--- config.mk ---
export PLATFORM = sky130hd
export DESIGN_NAME = pe_ctx_sequencer
export DESIGN_NICKNAME = d
export VERILOG_FILES = /design/src/rtl/pe_ctx_sequencer.sv
export SDC_FILE = /design/constraint.sdc
export NUM_CORES = 1
export LEC_CHECK = 0
export BUFFER_PORTS_ARGS = -buffer_cell sky130_fd_sc_hd__buf_2
export CAP_MARGIN = 20
export CORE_ASPECT_RATIO = 1.25
export CORE_UTILIZATION = 40
export CTS_CLUSTER_DIAMETER = 200
export DETAILED_ROUTE_END_ITERATION = 8
export GPL_TIMING_DRIVEN = 0
export PLACE_DENSITY = 0.68
export SYNTH_ARGS = -nofsm -noshare
export SYNTH_HDL_FRONTEND = slang
export SYNTH_SLANG_ARGS = --single-unit
--- constraint.sdc ---
create_clock -name clock -period 2.03 [get_ports clock]
set_clock_uncertainty 0.1 [all_clocks]
set_input_delay 0.1015 -clock clock [delete_from_list [all_inputs] [get_ports clock]]
set_output_delay 0.1015 -clock clock [all_outputs]
set_load 0.005 [all_outputs]
--- src/rtl/pe_ctx_sequencer.sv ---
// pe_ctx_sequencer: context sequencer for a row of 4-bit ALU PEs.
// Holds one control word per PE per context slot. It issues contexts
// 0..last_ctx one per cycle, drives PE enables and control words, and
// follows each issued context through the PE pipeline to produce result_valid.
// Optional feature macro: PE_CTX_SEQUENCER_LOOP_EN. When it is defined, the
// run repeats iters+1 times. When it is undefined, iters is ignored.
// The port named reset is active-low and asynchronous.
module pe_ctx_sequencer #(
    parameter int NUM_PE  = 4,
    parameter int NUM_CTX = 8,
    parameter int CTRL_W  = 8,
    parameter int PE_LAT  = 2
) (
    input  logic                       clock,
    input  logic                       reset,
    input  logic                       cfg_valid,
    output logic                       cfg_ready,
    input  logic [$clog2(NUM_CTX)-1:0] cfg_ctx,
    input  logic [$clog2(NUM_PE)-1:0]  cfg_pe,
    input  logic [CTRL_W-1:0]          cfg_data,
    input  logic                       start,
    input  logic [$clog2(NUM_CTX)-1:0] last_ctx,
    input  logic [3:0]                 iters,
    input  logic                       stall,
    output logic                       busy,
    output logic                       done,
    output logic [NUM_PE-1:0]          pe_en,
    output logic [NUM_PE*CTRL_W-1:0]   pe_ctrl,
    output logic                       result_valid,
    output logic [$clog2(NUM_CTX)-1:0] result_ctx
);
    localparam int CTX_W = $clog2(NUM_CTX);

    typedef enum logic [1:0] {IDLE, ISSUE, DRAIN, DONE} state_t;

    state_t                   state;
    logic [CTRL_W-1:0]        mem [NUM_CTX][NUM_PE];
    logic [CTX_W-1:0]         ctx_ptr;
    logic [CTX_W-1:0]         last_q;
    logic [NUM_PE*CTRL_W-1:0] ctrl_q;
    logic [PE_LAT-1:0]        dl_valid;
    logic [CTX_W-1:0]         dl_ctx [PE_LAT];

    logic                     active;
    logic                     advance;
    logic                     write_fire;
    logic                     last_in_iter;
    logic                     final_issue;
    logic                     drain_last;
    logic [CTX_W-1:0]         next_ptr;
    logic [CTX_W-1:0]         fetch_idx;
    logic [NUM_PE*CTRL_W-1:0] fetch_slot;

`ifdef PE_CTX_SEQUENCER_LOOP_EN
    logic [3:0]               iter_cnt;
    logic [3:0]               iters_q;
`else
    // iters has no effect in this build. This sink keeps the port legal.
    logic                     iters_unused;
    assign iters_unused = ^iters;
`endif

    assign active     = (state == ISSUE) || (state == DRAIN);
    assign advance    = active && !stall;
    assign cfg_ready  = ((state == IDLE) && !start) || (state == DONE);
    assign write_fire = cfg_valid && cfg_ready;

    assign last_in_iter = (ctx_ptr == last_q);
`ifdef PE_CTX_SEQUENCER_LOOP_EN
    assign final_issue = last_in_iter && (iter_cnt == iters_q);
`else
    assign final_issue = last_in_iter;
`endif

    assign busy         = active;
    assign done         = (state == DONE);
    assign pe_en        = {NUM_PE{(state == ISSUE) && !stall}};
    assign pe_ctrl      = ctrl_q;
    assign result_valid = dl_valid[PE_LAT-1] && advance;
    assign result_ctx   = dl_ctx[PE_LAT-1];

    // Next context to issue, its control slot, and the drain-complete test.
    always_comb begin
        // NOTE: every output of this block gets a default first, so no path infers a latch.
        next_ptr   = last_in_iter ? '0 : ctx_ptr + 1'b1;
        fetch_idx  = (state == ISSUE) ? next_ptr : '0;
        fetch_slot = '0;
        for (int p = 0; p < NUM_PE; p++) begin
            fetch_slot[p*CTRL_W +: CTRL_W] = mem[fetch_idx][p];
        end
        drain_last = dl_valid[PE_LAT-1];
        for (int i = 0; i < PE_LAT - 1; i++) begin
            if (dl_valid[i]) begin
                drain_last = 1'b0;
            end
        end
    end

    // Context memory. Host writes land here only while the sequencer is idle or done.
    always_ff @(posedge clock or negedge reset) begin
        if (!reset) begin
            // NOTE: the memory must read as zero after reset, so it is a flop array with a reset rather than a RAM.
            for (int c = 0; c < NUM_CTX; c++) begin
                for (int p = 0; p < NUM_PE; p++) begin
                    mem[c][p] <= '0;
                end
            end
        end else if (write_fire) begin
            mem[cfg_ctx][cfg_pe] <= cfg_data;
        end
    end

    // Sequencer FSM. It owns the context pointer, the latched run bounds and the control word register.
    always_ff @(posedge clock or negedge reset) begin
        if (!reset) begin
            // NOTE: state uses non-blocking assignments, so every branch reads values from before the edge.
            state   <= IDLE;
            ctx_ptr <= '0;
            last_q  <= '0;
            ctrl_q  <= '0;
`ifdef PE_CTX_SEQUENCER_LOOP_EN
            iter_cnt <= '0;
            iters_q  <= '0;
`endif
        end else begin
            case (state)
                IDLE: begin
                    if (start) begin
                        last_q  <= last_ctx;
                        ctx_ptr <= '0;
                        ctrl_q  <= fetch_slot;
                        state   <= ISSUE;
`ifdef PE_CTX_SEQUENCER_LOOP_EN
                        iters_q  <= iters;
                        iter_cnt <= '0;
`endif
                    end
                end
                ISSUE: begin
                    if (!stall) begin
                        ctx_ptr <= next_ptr;
                        if (final_issue) begin
                            state <= DRAIN;
                        end else begin
                            ctrl_q <= fetch_slot;
`ifdef PE_CTX_SEQUENCER_LOOP_EN
                            if (last_in_iter) begin
                                iter_cnt <= iter_cnt + 4'd1;
                            end
`endif
                        end
                    end
                end
                DRAIN: begin
                    if (!stall && drain_last) begin
                        state <= DONE;
                    end
                end
                DONE: begin
                    state <= IDLE;
                end
                default: begin
                    state <= IDLE;
                end
            endcase
        end
    end

    // Valid delay line. It mirrors the PE pipeline and advances only when the array is not stalled.
    always_ff @(posedge clock or negedge reset) begin
        if (!reset) begin
            dl_valid <= '0;
            for (int i = 0; i < PE_LAT; i++) begin
                dl_ctx[i] <= '0;
            end
        end else if (advance) begin
            dl_valid[0] <= (state == ISSUE);
            dl_ctx[0]   <= ctx_ptr;
            for (int i = 1; i < PE_LAT; i++) begin
                dl_valid[i] <= dl_valid[i-1];
                dl_ctx[i]   <= dl_ctx[i-1];
            end
        end
    end

endmodule
# [Word-level counts from Yosys, hierarchy flattened]
# Index checks and enable logic that the tools add are counted.
[word_totals] register_bits=304 inputBits=25 out_inout_bits=43 wordCells=98
[classes] n_addsub=1 order_cmp=5 eq_ne=9 muxes=23 n_bitwise=3 n_reduce_logical=18
[op_table] operator="bitwise mux 256 bit" count=1
[op_table] operator="two-way mux 32 bit" count=6
[op_table] operator="binary-select mux 32 bit (select 3 bit)" count=1
[op_table] operator="demux 32 bit (select 3 bit)" count=1
[op_table] operator="one-hot mux 32 bit (2 select lines)" count=1
[op_table] operator="demux 8 bit (select 2 bit)" count=1
[op_table] operator="two-way mux 3 bit" count=4
[op_table] operator="greater-or-equal comparator 4 bit, second input constant" count=2
[op_table] operator="logical AND 1 bit" count=8
[op_table] operator="two-way mux 2 bit" count=4
[op_table] operator="two-way mux 8 bit" count=1
[op_table] operator="!= test 2 bit, second input constant" count=4
[op_table] operator="NOT 3 -> 4 bit" count=2
[op_table] operator="one-hot mux 2 bit (4 select lines)" count=1
[op_table] operator="AND reduction 4 bit" count=2
[op_table] operator="one-hot mux 3 bit (2 select lines)" count=1
[op_table] operator="equality test 2 bit, second input constant" count=2
[op_table] operator="< comparator 4 x 1 -> 1 bit, second input constant" count=1
[op_table] operator="adder 3 x 1 -> 3 bit, second input constant" count=1
[op_table] operator="equality test 3 bit" count=1
[op_table] operator="greater-or-equal comparator 3 bit, second input constant" count=1
[op_table] operator="< comparator 3 x 1 -> 1 bit, second input constant" count=1
[op_table] operator="NOT 2 -> 3 bit" count=1
[op_table] operator="AND reduction 3 bit" count=1
[op_table] operator="8 further kinds" count=10

# [Longest topological paths before layout]
[logic_depth] ltp_word=10 depth_mapped=10 mapped_depth_nobuf=6

# [Worst setup path after synthesis]
# No wires, ideal clock.
[synth_path] path_kind="register -> register" start="register state[0]" end="register mem[204] (netlist name)" setup_time_ps=125 arrival_ps=1939 required_ps=1805 slack_ps=-134 stages_incl_launch_ff=9 n_path_buf=2 period_less_slack_ps=2164 path_cell_list="dfrtp_1 > inv_1 > ha_1 > buf_6 > nor2b_4 > buf_6 > o2111ai_4 > nor2_2 > mux2_2"
[synth_between] elab_chain_cells=4 elab_cells_between_ends=5 classes_between="1 x eq/ne; 4 x reduce/logical"
[synth_lines] item="start, declared" line="36" rtl="state_t state;"
[synth_lines] item="start signal, assigned" line="117" rtl="state <= IDLE;"
[synth_lines] item="start signal, assigned" line="132" rtl="state <= ISSUE;"
[synth_lines] item="start signal, assigned" line="143" rtl="state <= DRAIN;"
[synth_lines] item="logical NOT 2 bit" line="65" rtl="assign cfg_ready = ((state == IDLE) && !start) || (state == DONE);"
[synth_lines] item="logical AND 1 bit" line="65"
[synth_lines] item="logical OR 1 bit *" line="65"
[synth_lines] item="logical AND 1 bit *" line="66" rtl="assign write_fire = cfg_valid && cfg_ready;"
[synth_lines] item="end signal, assigned by index" line="109" rtl="mem[cfg_ctx][cfg_pe] <= cfg_data;"
[synth_lines] item="end, declared" line="37" rtl="logic [CTRL_W-1:0] mem [NUM_CTX][NUM_PE];"
# Mark *: on every way between the ends. The rest lies on a longest branch, timed or not.
# A chain may end at the register's enable or synchronous reset.

# [Worst setup path after layout]
[layout_path] start="register ctx_ptr[0]" end="register ctrl_q[5] (netlist: pe_ctrl[5])"
[layout_between] elab_chain_cells=10 elab_cells_between_ends=14 classes_between="1 x add/sub; 2 x eq/ne; 9 x mux; 1 x bitwise; 1 x reduce/logical"
[layout_lines] item="start, declared" line="38" rtl="logic [CTX_W-1:0] ctx_ptr;"
[layout_lines] item="start signal, assigned" line="141" rtl="ctx_ptr <= next_ptr;"
[layout_lines] item="adder 3 x 1 -> 3 bit or equality test 3 bit (tied branches)" line="85, 68"
[layout_lines] item="two-way mux 3 bit" line="85" rtl="next_ptr = last_in_iter ? '0 : ctx_ptr + 1'b1;"
[layout_lines] item="two-way mux 3 bit" line="86" rtl="fetch_idx = (state == ISSUE) ? next_ptr : '0;"
[layout_lines] item="NOT 3 -> 4 bit (not written as such)" line="89" rtl="fetch_slot[p*CTRL_W +: CTRL_W] = mem[fetch_idx][p];"
[layout_lines] item="binary-select mux 32 bit (select 3 bit)" line="89"
[layout_lines] item="two-way mux 32 bit (2 in series)"
[layout_lines] item="two-way mux 32 bit" line="142" rtl="if (final_issue) begin"
[layout_lines] item="two-way mux 32 bit" line="140" rtl="if (!stall) begin"
[layout_lines] item="one-hot mux 32 bit (2 select lines)" line="126" rtl="case (state)"
[layout_lines] item="end signal, assigned" line="131" rtl="ctrl_q <= fetch_slot;"
[layout_lines] item="end signal, assigned" line="145" rtl="ctrl_q <= fetch_slot;"
[layout_lines] item="end, declared" line="40" rtl="logic [NUM_PE*CTRL_W-1:0] ctrl_q;"
# Parallel ways exist; a longest one is shown, timed or not. The select of a mux whose other input is x is not followed.

==> results.yml <==
run_status:
  run_status: "complete, but fails checks"
  failed_checks: "setup timing"
setup_path:
  critPathBufInv: 3
  critical_path.endpoint_type: "register"
  worst_setup_startpoint: "ctx_ptr[0]"
  worstPathArrival_ns: 2.70
  slowest_delay_ns: 0.38
  critPathLaunchType: "register"
  reg2reg_from: "ctx_ptr[0]"
  cpMaxStageDelayCell: "dfrtp_1"
  gate_family_responsible_for_the_most_delay_along_the_worst_path: "buffers and inverters"
  path_class: "reg -> reg"
  crit_chain: "clkbuf_4, xor2_4, buf_8, o311a_2, buf_4, nand3b_1, a32oi_1"
  worst-endpoint-required_ns: 2.39
  path_max_fanout: 10
grt:
  wire_length_of_the_first_global_routing_pass_um: 76400
  global_route.peak_usage_layer: "met2"
  groute.usage.overall_pct: 25.6
  pin_count_of_the_biggest_net_entering_global_routing: 107
  grt_use_met1_pct: 31.7
  first_global_vias: 12200
  globalRouteMet2Util_pct: 41.2
  global_route.overflow_total: 0
  global_route.usage.met3_pct: 5.18
  number_of_antenna_violations_at_the_first_check_in_global_routing: 3
min_path:
  hold_path.startpoint: "start"
  min_path_type: "in -> reg"
synth:
  synth_cells: 1177
  synth_nets: 1208
  synth-async-reset-ratio_pct: 100
  yosysWarnings: 0
  syn-mean-instance-area_um2: 13.2
  synth_seq_area_share_pct: 49.1
  synth-edff-count: 0
  mappedNetlistArea_um2: 15500
  synth_top_flop_cell: "dfrtp_1"
  netlist-cell-type-count: 50
  synth.ff_latch_count: 304
power:
  swShare_pct: 37.5
  peakVddDrop_v: 0.000920
  power.density_nw_per_um2: 1430
  pwr-share-comb_pct: 47.2
  power.static_leakage_nw: 8.79
  seq_power_share_pct: 32.5
  p_int_mw: 18.5
  power.switching_mw: 11.1
  p_clk_share_pct: 20.3
  final_total_power_mw: 29.5
place:
  port_buffers: 60
  routabilityCongestion: 0.908
  dpl.hpwl_um: 32500
clocking:
  clock_tree.root_cell: "clkbuf_16"
  cts-htree-levels: 1
  clkSinkCount: 304
  numCtsBuffers: 29
  worst_skew_pair.late_latency_ns: 0.58
  worst_setup_hold_path_clk_slew_ns: 0.07
  tritoncts: "yes"
  cts_buffer_depth: 3
cells_and_area:
  fillers: 2924
  top_library_cells_by_usage_in_the_layout_fill_and_taps_aside: "dfrtp_1, mux2_4, buf_2"
  nets: 1387
  syn2layout_area_growth_pct: 32.8
  final-seq-area_um2: 7610
  final_util_pct: 54.0
  layout.cells.most_common: "dfrtp_1"
  drive_gt1_share_pct: 51.0
  multi_input_comb_area_um2: 8860
sta:
  final-hold-violation-count: 0
  setup_repair_after_global_routing_missed_its_margin: "yes"
  timing_max_transition_violations_final: 0
  max_freq_mhz: 427
  finalSetupViolations: 295
  actual_transition_at_the_worst_max_transition_pin_ns: 1.20
  layout_setup_ws_ns: -0.314
  finalCriticalPeriod_ns: 2.34
  slew_headroom_pct: 20.2
  fin_crit_sh_pct: 115
die:
  num_io_pins: 68
  floorplan.die_area_um2: 39500
  die_span_x_um: 178
  fp.coreArea_um2: 38100
  floorplan.initialDensity_pct: 40.6
  die_h_um: 222
  core.rowCount: 80
job:
  max_cap_viol_count: 0
routing:
  drt-total-wl_um: 51500
  via_count: 11900
  detailedRoute.firstPassIterationCount: 6
  ant_nets: 0
  viasPerCell: 6.35
  drtIter0Drc: 1052
  post_drt_wl_per_cell_um: 27.5
  post-route-drc-count: 0
## flip-flops by register name, indices dropped and copies added, names as in the netlist
name        count
last_q          3
dl_valid        2
state           2
mem           256
dl_ctx          3
result_ctx      3
pe_ctrl        32
ctx_ptr         3
## power groups by stage
stage / registers (mW) / clock network, mW / logic (mW)
3_3_place_gp: 9.42 / 0 / 10.3
4_1_cts: 9.48 / 6.05 / 12.1
6_report: 9.61 / 5.98 / 13.9
2_1_floorplan: 9.02 / 0 / 7.45
3_5_place_dp: 9.52 / 0 / 10.5
5_1_grt: 9.79 / 6.32 / 14.6
## worst min-delay path, stage by stage
cell	delay (ns)
buf_2	0.15
nor2b_4	0.13
buf_8	0.14
nor3_1	0.08
a22oi_2	0.13
## cells by family (layout without fill, tap and decap cells)
logic type,after synthesis,count (layout),share of synthesized area (%)
compound gates,237,237,12.9
xor+xnor,4,4,0.323
fa+ha+maj,6,6,0.484
buf+inv,131,328,3.87
flops,304,304,49.1
mux,333,333,26.9
other cells,0,1,0
simple gates,162,163,6.49
## through the flow
stage                     hold slack, ns  cell area (um2)  setup slack (ns)  setup TNS, ns  instances
after detailed placement         -0.0182            16600            -0.768        -139.75       1732
after global routing               0.128            20600            -0.355         -74.16       1867
after floorplan                   -0.294            15600            -0.104         -21.06       1177
after global placement             0.235            16500             -4.90       -1607.25       1729
final                             0.0987            20600            -0.314         -57.55       1868
after CTS                         0.0433            19700            -0.251         -38.28       1856
## cell type report
type	instances	share of cell area, %
diodes	1	0.0122
well taps	492	2.99
repair buffers	152	7.76
plain buffers	120	4.10
inverters	6	0.109
flip-flops and latches	304	37.0
clock inverters	14	1.25
multi-input cells	743	43.0
clock buffers	36	3.75
## path summary, 6_finish.rpt
path                         endpoint  depth (start not counted)  slack (ns)
min in group asynchronous     mem[83]                          3        0.46
min                          state[0]                          5         0.1
max reg2reg                pe_ctrl[5]                          7       -0.31
min reg2reg                   mem[28]                          1        0.40
max                        pe_ctrl[5]                          7       -0.31
max in group asynchronous    mem[216]                          4        0.53
## metal layers
metal / vias to the layer above / wire length, um
met4: 4 / 3480
met1: 6071 / 19300
met3: 200 / 4170
met2: 677 / 24500
li1: 4901 / -
met5: - / 27
## cells in the mapped netlist (2+ instances only)
cell type    n  area [um2]
mux2_1       9         101
o21a_1      32         240
buf_2       29         145
ha_1         6        75.1
nor2b_1      2        12.5
nor2_2      28         175
buf_6        3        33.8
dfrtp_1    304        7610
or2_1        5        31.3
xor2_2       2        32.5
nand2_1     38         143
or3b_1       2        17.5
a31o_1      14         123
or4_1       32         240
o2111ai_4    4         105
mux4_2      32         721
o31ai_1     33         248
nor2_1       4        15.0
inv_1        6        22.5
a31oi_1     33         206
nand3_1      5        25.0
buf_4       13        97.6
buf_1        5        18.8
mux2_2     275        3100
a32oi_1     32         280
nand3b_1    35         263
a31o_2      18         158
o311ai_0    32         280
mux2_4      16         240
or3_1        2        12.5
o221ai_1    32         280
nand2b_1     3        18.8
clkbuf_1    74         278
## what timing repair did
action | in CTS | in global routing
gates resized for setup | 288 | 196
endpoints found under the setup margin | 300 | 300
hold endpoints to repair | 324 | 0
cloned | 3 | 3
buffers inserted | 57 | 11
hold buffers | 16 | 0
pin swaps | 47 | 33
Power figures use the tool's default switching activity.
